[src/rtl/jzjpcc_divide_sequencer.sv]
// jzjpcc_divide_sequencer: 33-cycle restoring RV32M DIV/DIVU/REM/REMU controller with pipeline stall.
// Optional JZJPCC_DIV_FASTPATH_EN resolves divide-by-zero and signed overflow directly from IDLE.
module jzjpcc_divide_sequencer (
    input  logic        clock,
    input  logic        reset,
    input  logic        start,
    input  logic [2:0]  funct3,
    input  logic [31:0] dividend,
    input  logic [31:0] divisor,
    input  logic        flush,
    output logic        stall,
    output logic        busy,
    output logic        resultValid,
    output logic [31:0] result
);
    localparam logic [1:0] IDLE = 2'd0, RUN = 2'd1, DONE = 2'd2;
    logic [1:0]  state;
    logic [4:0]  cnt;
    logic [31:0] rem, quo, dvs, rem_n, quo_n, q_fin, r_fin, fast_res;
    logic [32:0] r_sh, diff;
    logic        qneg, rneg, op_rem, is_signed, a_neg, b_neg, no_borrow, fast;
    logic        unused;
    assign unused      = funct3[2];
    assign is_signed   = !funct3[0];
    assign a_neg       = is_signed && dividend[31];
    assign b_neg       = is_signed && divisor[31];
    assign busy        = state != IDLE;
    assign resultValid = state == DONE;
    assign stall       = !flush && ((state == IDLE && start) || state == RUN);
    // The remainder stays below the divisor, so bit 32 of the trial difference is a clean borrow flag.
    assign r_sh      = {rem, quo[31]};
    assign diff      = r_sh - {1'b0, dvs};
    assign no_borrow = !diff[32];
    assign rem_n     = no_borrow ? diff[31:0] : r_sh[31:0];
    assign quo_n     = {quo[30:0], no_borrow};
    assign q_fin     = (qneg && dvs != 32'd0) ? -quo_n : quo_n;
    assign r_fin     = rneg ? -rem_n : rem_n;
    assign fast_res  = funct3[1] ? (divisor == 32'd0 ? dividend : 32'd0)
                                 : (divisor == 32'd0 ? 32'hFFFF_FFFF : 32'h8000_0000);
`ifdef JZJPCC_DIV_FASTPATH_EN
    assign fast = divisor == 32'd0 || (is_signed && dividend == 32'h8000_0000 && divisor == 32'hFFFF_FFFF);
`else
    assign fast = 1'b0;
`endif
    always_ff @(posedge clock or negedge reset) begin
        if (!reset) begin
            state  <= IDLE;
            cnt    <= 5'd0;
            rem    <= 32'd0;
            quo    <= 32'd0;
            dvs    <= 32'd0;
            qneg   <= 1'b0;
            rneg   <= 1'b0;
            op_rem <= 1'b0;
            result <= 32'd0;
        end else if (flush) begin
            state <= IDLE;
        end else begin
            case (state)
                IDLE: if (start) begin
                    op_rem <= funct3[1];
                    rem    <= 32'd0;
                    quo    <= a_neg ? -dividend : dividend;
                    dvs    <= b_neg ? -divisor : divisor;
                    qneg   <= a_neg ^ b_neg;
                    rneg   <= a_neg;
                    cnt    <= 5'd0;
                    state  <= fast ? DONE : RUN;
                    if (fast) result <= fast_res;
                end
                RUN: begin
                    rem <= rem_n;
                    quo <= quo_n;
                    cnt <= cnt + 5'd1;
                    if (cnt == 5'd31) begin
                        result <= op_rem ? r_fin : q_fin;
                        state  <= DONE;
                    end
                end
                default: state <= IDLE;
            endcase
        end
    end
endmodule

[config.mk]
export PLATFORM = sky130hd
export DESIGN_NAME = jzjpcc_divide_sequencer
export DESIGN_NICKNAME = d
export VERILOG_FILES = /design/src/rtl/jzjpcc_divide_sequencer.sv
export SDC_FILE = /design/constraint.sdc
export NUM_CORES = 1
export LEC_CHECK = 0
export ABC_AREA = 1
export BUFFER_PORTS_ARGS = -buffer_cell sky130_fd_sc_hd__buf_2
export CAP_MARGIN = 20
export CELL_PAD_IN_SITES_DETAIL_PLACEMENT = 0
export CELL_PAD_IN_SITES_GLOBAL_PLACEMENT = 1
export CORE_MARGIN = 2
export CORE_UTILIZATION = 43
export CTS_CLUSTER_SIZE = 30
export DETAILED_ROUTE_END_ITERATION = 12
export PLACE_DENSITY = 0.79
export SLEW_MARGIN = 15
export SYNTH_ARGS = -nofsm -noshare
export SYNTH_HDL_FRONTEND = slang
export SYNTH_SLANG_ARGS = --single-unit
[constraint.sdc]
create_clock -name clock -period 4.6 [get_ports clock]
set_input_delay 0.46 -clock clock [delete_from_list [all_inputs] [get_ports clock]]
set_output_delay 0.46 -clock clock [all_outputs]
set_load 0.1 [all_outputs]
==> reports/summary.txt, run 1 <==
Dominant cell by count in the synthesized netlist = nand2_1
Minimum clock period = 4135 ps
GP Congestion = 0.9508
Initial DRC count = 1022
Largest fanout on the critical path = 8
Detailed Route WL = 39.46 mm
# Max-Cap Violations = 0
Syn_area_per_cell = 6.300 um2
DP HPWL = 30.82 mm
# port buffers = 104
Worst Hold Slack = 100.5 ps
Worst setup path class = flip-flop to flip-flop
Drt drc = 0
# fillers = 2980
Post-route setup TNS = 0 ps
Sequential share of power = 17.9%
Synth unique cells = 51
CP startpoint kind = flip-flop
VDD IR-drop max = 0.3730 mV
Worst path required time = 4920 ps
DP Cell Count = 2356
Power Internal = 4397 uW
Antenna violations before repair = 0
Worst setup margin = 464.8 ps
DRT Pass-1 Iters = 5
Most instantiated cells after synthesis = nand2_1 (590), inv_1 (274), nor2_1 (170)
Syn nets = 2026
Dpl ws = 459.5 ps
Clock power share = 16.5%
Vias in the first global route = 11.32k
Antenna Violating Nets Remaining = 0
Via count = 12.36k
Worst-skew pair later-pin latency = 430 ps
Unrepaired setup endpoints after global routing = false
Slew Limit Headroom = 39.25%
Core area = 0.02771 mm2
Area Overhead vs Synth = 12.70%
Initial Util = 43.57%
Psw = 5374 uW
Row count = 61
Clk buf depth = 2
Post-synth EDFFs = 0
GRT Total Usage = 27.61%
Sink Count = 138
N_diodes = 0
Worst Path Arrival = 4460 ps
Crit. End Element = flip-flop
Final nets = 2107
Post-synth ARST share = 100.0%
Status = completed
Final worst path period share = 89.90%
Combinational Power Share = 65.6%
Root Driver = clkbuf_16
Setup-failing EPs final = 0
YS warnings = 0
FF+latch count, synth = 138
Number of setup buffers added after CTS = 0
Max Fclk = 241.8 MHz
H-tree levels = 4
Sequential fraction of the synthesis area = 28.61%
Slew @ Worst Pin = 910.2 ps
DR WL/cell = 16.52 um
Die area = 0.02943 mm2
Dominant synthesized flop cell = dfrtp_1
Switching share of power = 55.00%
Num CTS Buffers = 17
Die Span X = 171.5 um
Pwr Density = 718.3 mW/mm2
DR vias/cell = 5.176
Post-synthesis instance area = 0.01207 mm2
Leak Pwr = 0.007324 uW
Ranking of synthesized cells by area = dfrtp_1 (29%), nand2_1 (18%), inv_1 (8.5%)
Yosys top cell by area = dfrtp_1
Clk slew on worst S/H paths = 70 ps
Skew final = 15.46 ps
Top Ports = 106
Final Hold Violating Endpoints = 0
Mapped Cells = 1916
First-pass GRT wire length = 62.41 mm
Core Util, Final = 49.10%
Largest net degree at the start of global routing = 83
Non-Filler Instances = 2388
CTS tree = yes
Post-synth top area share = 28.61%
Hold WC Path Type = primary input to async pin
Share of layout cells above drive strength 1 = 11.44%
Chip Height = 171.5 um
Pins Over Slew Limit = 0
Grt total ovfl = 0
[critical path, stage by stage, from the launching register on]
cell and delay [ps]:
dfrtp_1 360, inv_1 130, ha_1 160, inv_1 70
fa_1 410, nand2_1 80, nand2_1 80, nand3_1 100
nand2_2 90, nand2_2 80, nand2_2 70, nand2_4 110
nand3_4 140, nand2_4 120, ha_1 170, nand2_1 100
nor2_1 180, nand4_1 140, nor2_1 240, nand4_1 280
o41ai_1 510, nand2_1 90, a21oi_1 210, a21oi_1 90
[per-layer routing]
layer  vias to the layer above  track usage, %  wire (um)
met1                      5655           41.37      19400
met5                         -               0          0
li1                       6319               -          -
met4                         0           6.485        682
met2                       352           42.45      17270
met3                        35           2.922       2103
[sequential cells by signal (all words and copies together) (netlist names)]
signal and count:
dvs 32, rneg 1, op_rem 1, quo 32, result 32, rem 32, qneg 1, cnt 5
state 2
[power groups by stage]
| stage | combinational (uW) | clock [uW] | sequential (uW) |
|---|---|---|---|
| 6_report | 6410 | 1610 | 1750 |
| 5_1_grt | 7320 | 1680 | 1780 |
| 4_1_cts | 6380 | 1630 | 1740 |
| 3_5_place_dp | 6350 | 0 | 1760 |
| 3_3_place_gp | 6300 | 0 | 1760 |
| 2_1_floorplan | 4910 | 0 | 1650 |
[through the flow]
stage	power [uW]	instance area, um2
finish	9771	13600
global route	10780	13600
CTS	9752	13600
detailed placement	8115	12930
global placement	8063	12930
floorplan	6556	12070
[worst paths after layout]
| check | start | to | slack (ps) | depth (start not counted) |
|---|---|---|---|---|
| setup / recovery | quo[31] | result[28] | 460 | 23 |
| hold / removal | reset | dvs[8] | 100 | 1 |
| setup reg to reg | quo[31] | result[28] | 460 | 23 |
| hold reg to reg | result[15] | result[15] | 470 | 2 |
| max in group asynchronous | reset | dvs[31] | 3490 | 2 |
| min in group clock | funct3[1] | op_rem | 250 | 3 |
[area by class of cell]
cell class	count	area [um2]	area share, %
Tap cell	378	473.0	3.477
Clock buffer	18	439.2	3.228
Clock inverter	14	230.2	1.692
Timing Repair Buffer	119	639.4	4.700
Multi-Input combinational cell	1434	7289	53.59
Inverter	287	1079	7.929
Sequential cell	138	3453	25.39
[timing repair]
action	4_1_cts	5_1_grt
endpoints found under the hold margin	0	0
setup endpoints to repair	0	1
gates resized for setup	0	1
hold buffers	0	0
[cells by family (layout without fill, tap and decap cells)]
logic type,Yosys count,in the layout,synth area share [%]
xor+xnor,67,67,4.862
compound gates,305,305,14.84
simple gates,1023,1023,36.47
fa+ha+maj,39,39,4.105
flops,138,138,28.61
buf+inv,344,438,11.11
[cell usage in the layout, fill, tap and decap left out, drive strengths merged]
| cell | count |
|---|---|
| nor2 | 183 |
| o211ai | 10 |
| nor3 | 27 |
| o21ai | 129 |
| xnor2 | 22 |
| a22o | 2 |
| o21bai | 4 |
| xor2 | 45 |
| nand3b | 5 |
| bufinv | 5 |
| fa | 1 |
| a21oi | 80 |
| o221ai | 20 |
| nand3 | 132 |
| ha | 38 |
| a21o | 1 |
| a2bb2oi | 9 |
| nor4 | 16 |
| nand4 | 14 |
| inv | 288 |
| or2 | 21 |
| buf | 119 |
| a22oi | 2 |
| dfrtp | 138 |
| a31oi | 12 |
| and3 | 1 |
| clkbuf | 18 |
| nand2 | 618 |
| a21boi | 10 |
| and2 | 5 |
| o31ai | 6 |
| or3 | 1 |
| o21a | 3 |
| o22ai | 14 |
| o41ai | 3 |
| clkinv | 8 |
(Power assumes the default switching activity.)
==> inputs of run 2 (changes only) <==
--- a/config.mk
+++ b/config.mk
@@ -6,15 +6,18 @@
 export NUM_CORES = 1
 export LEC_CHECK = 0
 export ABC_AREA = 1
+export ABC_CLOCK_PERIOD_IN_PS = 4600
 export BUFFER_PORTS_ARGS = -buffer_cell sky130_fd_sc_hd__buf_2
 export CAP_MARGIN = 20
 export CELL_PAD_IN_SITES_DETAIL_PLACEMENT = 0
 export CELL_PAD_IN_SITES_GLOBAL_PLACEMENT = 1
+export CORE_ASPECT_RATIO = 0.5
 export CORE_MARGIN = 2
 export CORE_UTILIZATION = 43
 export CTS_CLUSTER_SIZE = 30
 export DETAILED_ROUTE_END_ITERATION = 12
 export PLACE_DENSITY = 0.79
+export REMOVE_ABC_BUFFERS = 1
 export SLEW_MARGIN = 15
 export SYNTH_ARGS = -nofsm -noshare
 export SYNTH_HDL_FRONTEND = slang
==> run 2 against run 1 <==
  * Clock skew decreased by 3.2 ps
  * Sequential share of layout area increased by 0.065 points
  * Register-to-register slack about the same
  * Worst setup slack improved by 0.78 ps
  * Wire length decreased by 1.3%
==> reports/summary.txt, run 2 (synthesis gave the netlist of run 1 again) <==
Status = completed
Non-Filler Instances = 2399 (+0.46%)
Chip Height = 122.5 um (-29%)
CTS tree = yes
Final nets = 2113 (+0.28%)
Die Span X = 240.9 um (+40%)
Final worst path period share = 89.88% (about the same)
DP HPWL = 30.34 mm (-1.5%)
Sequential share of power = 18.5% (+0.6 points)
VDD IR-drop max = 0.3945 mV (+5.8%)
Worst Path Arrival = 4500 ps (+40 ps)
Hold Path Stages = 3
Minimum clock period = 4134 ps (-0.7780 ps)
Clock power share = 14.4% (-2.1 points)
Commonest non-fill, non-tap cell in the layout = nand2_1
GP Congestion = 0.9301 (-2.2%)
Area Overhead vs Synth = 12.41%
Final Power = 9560 uW (-2.2%)
# port buffers = 104 (unchanged)
Critical R2R Capture = result[26]
Max Fclk = 241.9 MHz (about the same)
Switching share of power = 55.90% (+0.90 points)
Final Hold Violating Endpoints = 0 (unchanged)
Slew @ Worst Pin = 806.9 ps (-103.3 ps)
Power Internal = 4216 uW (-4.1%)
DR vias/cell = 5.072 (-2.0%)
Worst setup margin = 465.5 ps (+0.7780 ps)
Buf+Inv Stages, Crit Path = 2 (unchanged)
DP Cell Count = 2365 (+0.38%)
Worst path slowest cell = fa_1
R2r setup slk = 470 ps (about the same)
Critical path's top delay family = simple AND/OR/NAND/NOR gates
Clk buf depth = 2 (unchanged)
Grt total ovfl = 0 (unchanged)
Slew Limit Headroom = 46.15% (+6.9 points)
Initial DRC count = 947 (-7.3%)
Pins Over Slew Limit = 0 (unchanged)
DR WL/cell = 16.24 um (-1.7%)
Detailed Route WL = 38.96 mm (-1.3%)
Worst path required time = 4970 ps (+50 ps)
Unrepaired setup endpoints after global routing = false
Antenna violations before repair = 2 (+2)
Setup-failing EPs final = 0 (unchanged)
Dpl ws = 568.8 ps (+109.3 ps)
Pwr Density = 704.6 mW/mm2 (-1.9%)
Worst-skew pair later-pin latency = 440 ps (about the same)
Commonest non-fill, non-tap cells in the layout = nand2_1 (590), inv_1 (274), nor2_1 (170)
Top Ports = 106 (unchanged)
Max incr delay on CP = 400 ps (-110 ps)
GRT Total Usage = 27.23% (-0.38 points)
Worst setup path class = flip-flop to flip-flop
Drt drc = 0 (unchanged)
# fillers = 3005 (+0.84%)
Reg-to-reg startpoint = quo[31]
Combinational Power Share = 67.1% (+1.5 points)
Vias in the first global route = 11.08k (-2.2%)
Core area = 0.02765 mm2 (-0.19%)
Largest net degree at the start of global routing = 51 (-39%)
Initial Util = 43.65% (+0.081 points)
Leak Pwr = 0.007291 uW (-0.44%)
Skew final = 12.31 ps (-3.151 ps)
Largest fanout on the critical path = 8 (unchanged)
Worst Hold Path EP = op_rem
Psw = 5344 uW (-0.56%)
H-tree levels = 4 (unchanged)
Row count = 43 (-30%)
Root Driver = clkbuf_16
First-pass GRT wire length = 61.44 mm (-1.6%)
Num CTS Buffers = 17 (unchanged)
Via count = 12.17k (-1.6%)
Die area = 0.02951 mm2 (+0.28%)
Most used cell, CP = nand2_1
Worst hold start = funct3[1]
Antenna Violating Nets Remaining = 0 (unchanged)
R2R cell count = 26 (+13%)
Worst Hold Slack = 239.2 ps (+138.7 ps)
DRT Pass-1 Iters = 7 (+2)
Number of gates resized after CTS = 0 (unchanged)
Sink Count = 138 (unchanged)
CP startpoint kind = flip-flop
Hold WC Path Type = primary input to flip-flop
Crit. End Element = flip-flop
Clk slew on worst S/H paths = 70 ps (about the same)
Share of layout cells above drive strength 1 = 11.46% (+0.016 points)
# Max-Cap Violations = 0 (unchanged)
## run 2: changes by cell type in the layout (fill, tap and decap cells not counted), sizes merged, moves of 2 or more
cell / delta
inv: -4
bufinv: -4
clkinvlp: +4
clkbuf: +6
clkinv: -2
buf: +5
## run 2: cell type report
class | instances | area [um2] | area share (%)
Multi-Input combinational cell | 1434 | 7292 | 53.74
Sequential cell | 138 | 3453 | 25.45
Inverter | 287 | 1077 | 7.940
Timing Repair Buffer | 125 | 686.9 | 5.063
Clock buffer | 24 | 491.7 | 3.624
Tap cell | 382 | 478.0 | 3.523
Clock inverter | 8 | 86.33 | 0.6363
Antenna cell | 1 | 2.502 | 0.01844
## run 2: metal layers
layer	up-vias	part of all wire, %	GRT usage (%)
met5	-	0	0
met1	5507	52	41.58
met4	0	1.9	7.099
met2	288	41	39.74
li1	6330	-	-
met3	43	4.6	4.004
## run 2: how the worst max path moves through the flow
stage,to,startpoint,cells after the start
after floorplan,cnt[3],flush,8
after detailed placement,result[26],quo[31],26
after global placement,result[30],quo[31],25
after CTS,result[26],quo[31],26
after global routing,result[30],quo[31],25
final,result[26],quo[31],26
## run 2: worst reg2reg max path, delay by kind of cell (launching register included)
kind / cells / cell delay [ps]
buf+inv: 2 / 220
flops: 1 / 380
compound gates: 3 / 380
fa+ha+maj: 3 / 740
simple gates: 18 / 2340
## run 2: power by group through the flow
stage | clock [uW] | combinational (uW) | sequential [uW]
5_1_grt | 1460 | 7300 | 1790
3_3_place_gp | 0 | 6320 | 1770
2_1_floorplan | 0 | 4710 | 1670
6_report | 1380 | 6410 | 1770
3_5_place_dp | 0 | 6310 | 1770
4_1_cts | 1390 | 6360 | 1750
## run 2: through the flow
step	util [%]	cell area (um2)	TNS, ps
floorplan	-	11810	-30030
detailed placement	46.93	12980	0
CTS	49.05	13570	0
finish	49.06	13570	0
global placement	46.93	12980	0
global route	49.06	13570	0
## run 2: what timing repair did
action,CTS,global route
buffers inserted,0,0
hold buffers,1,0
hold endpoints to repair,39,0
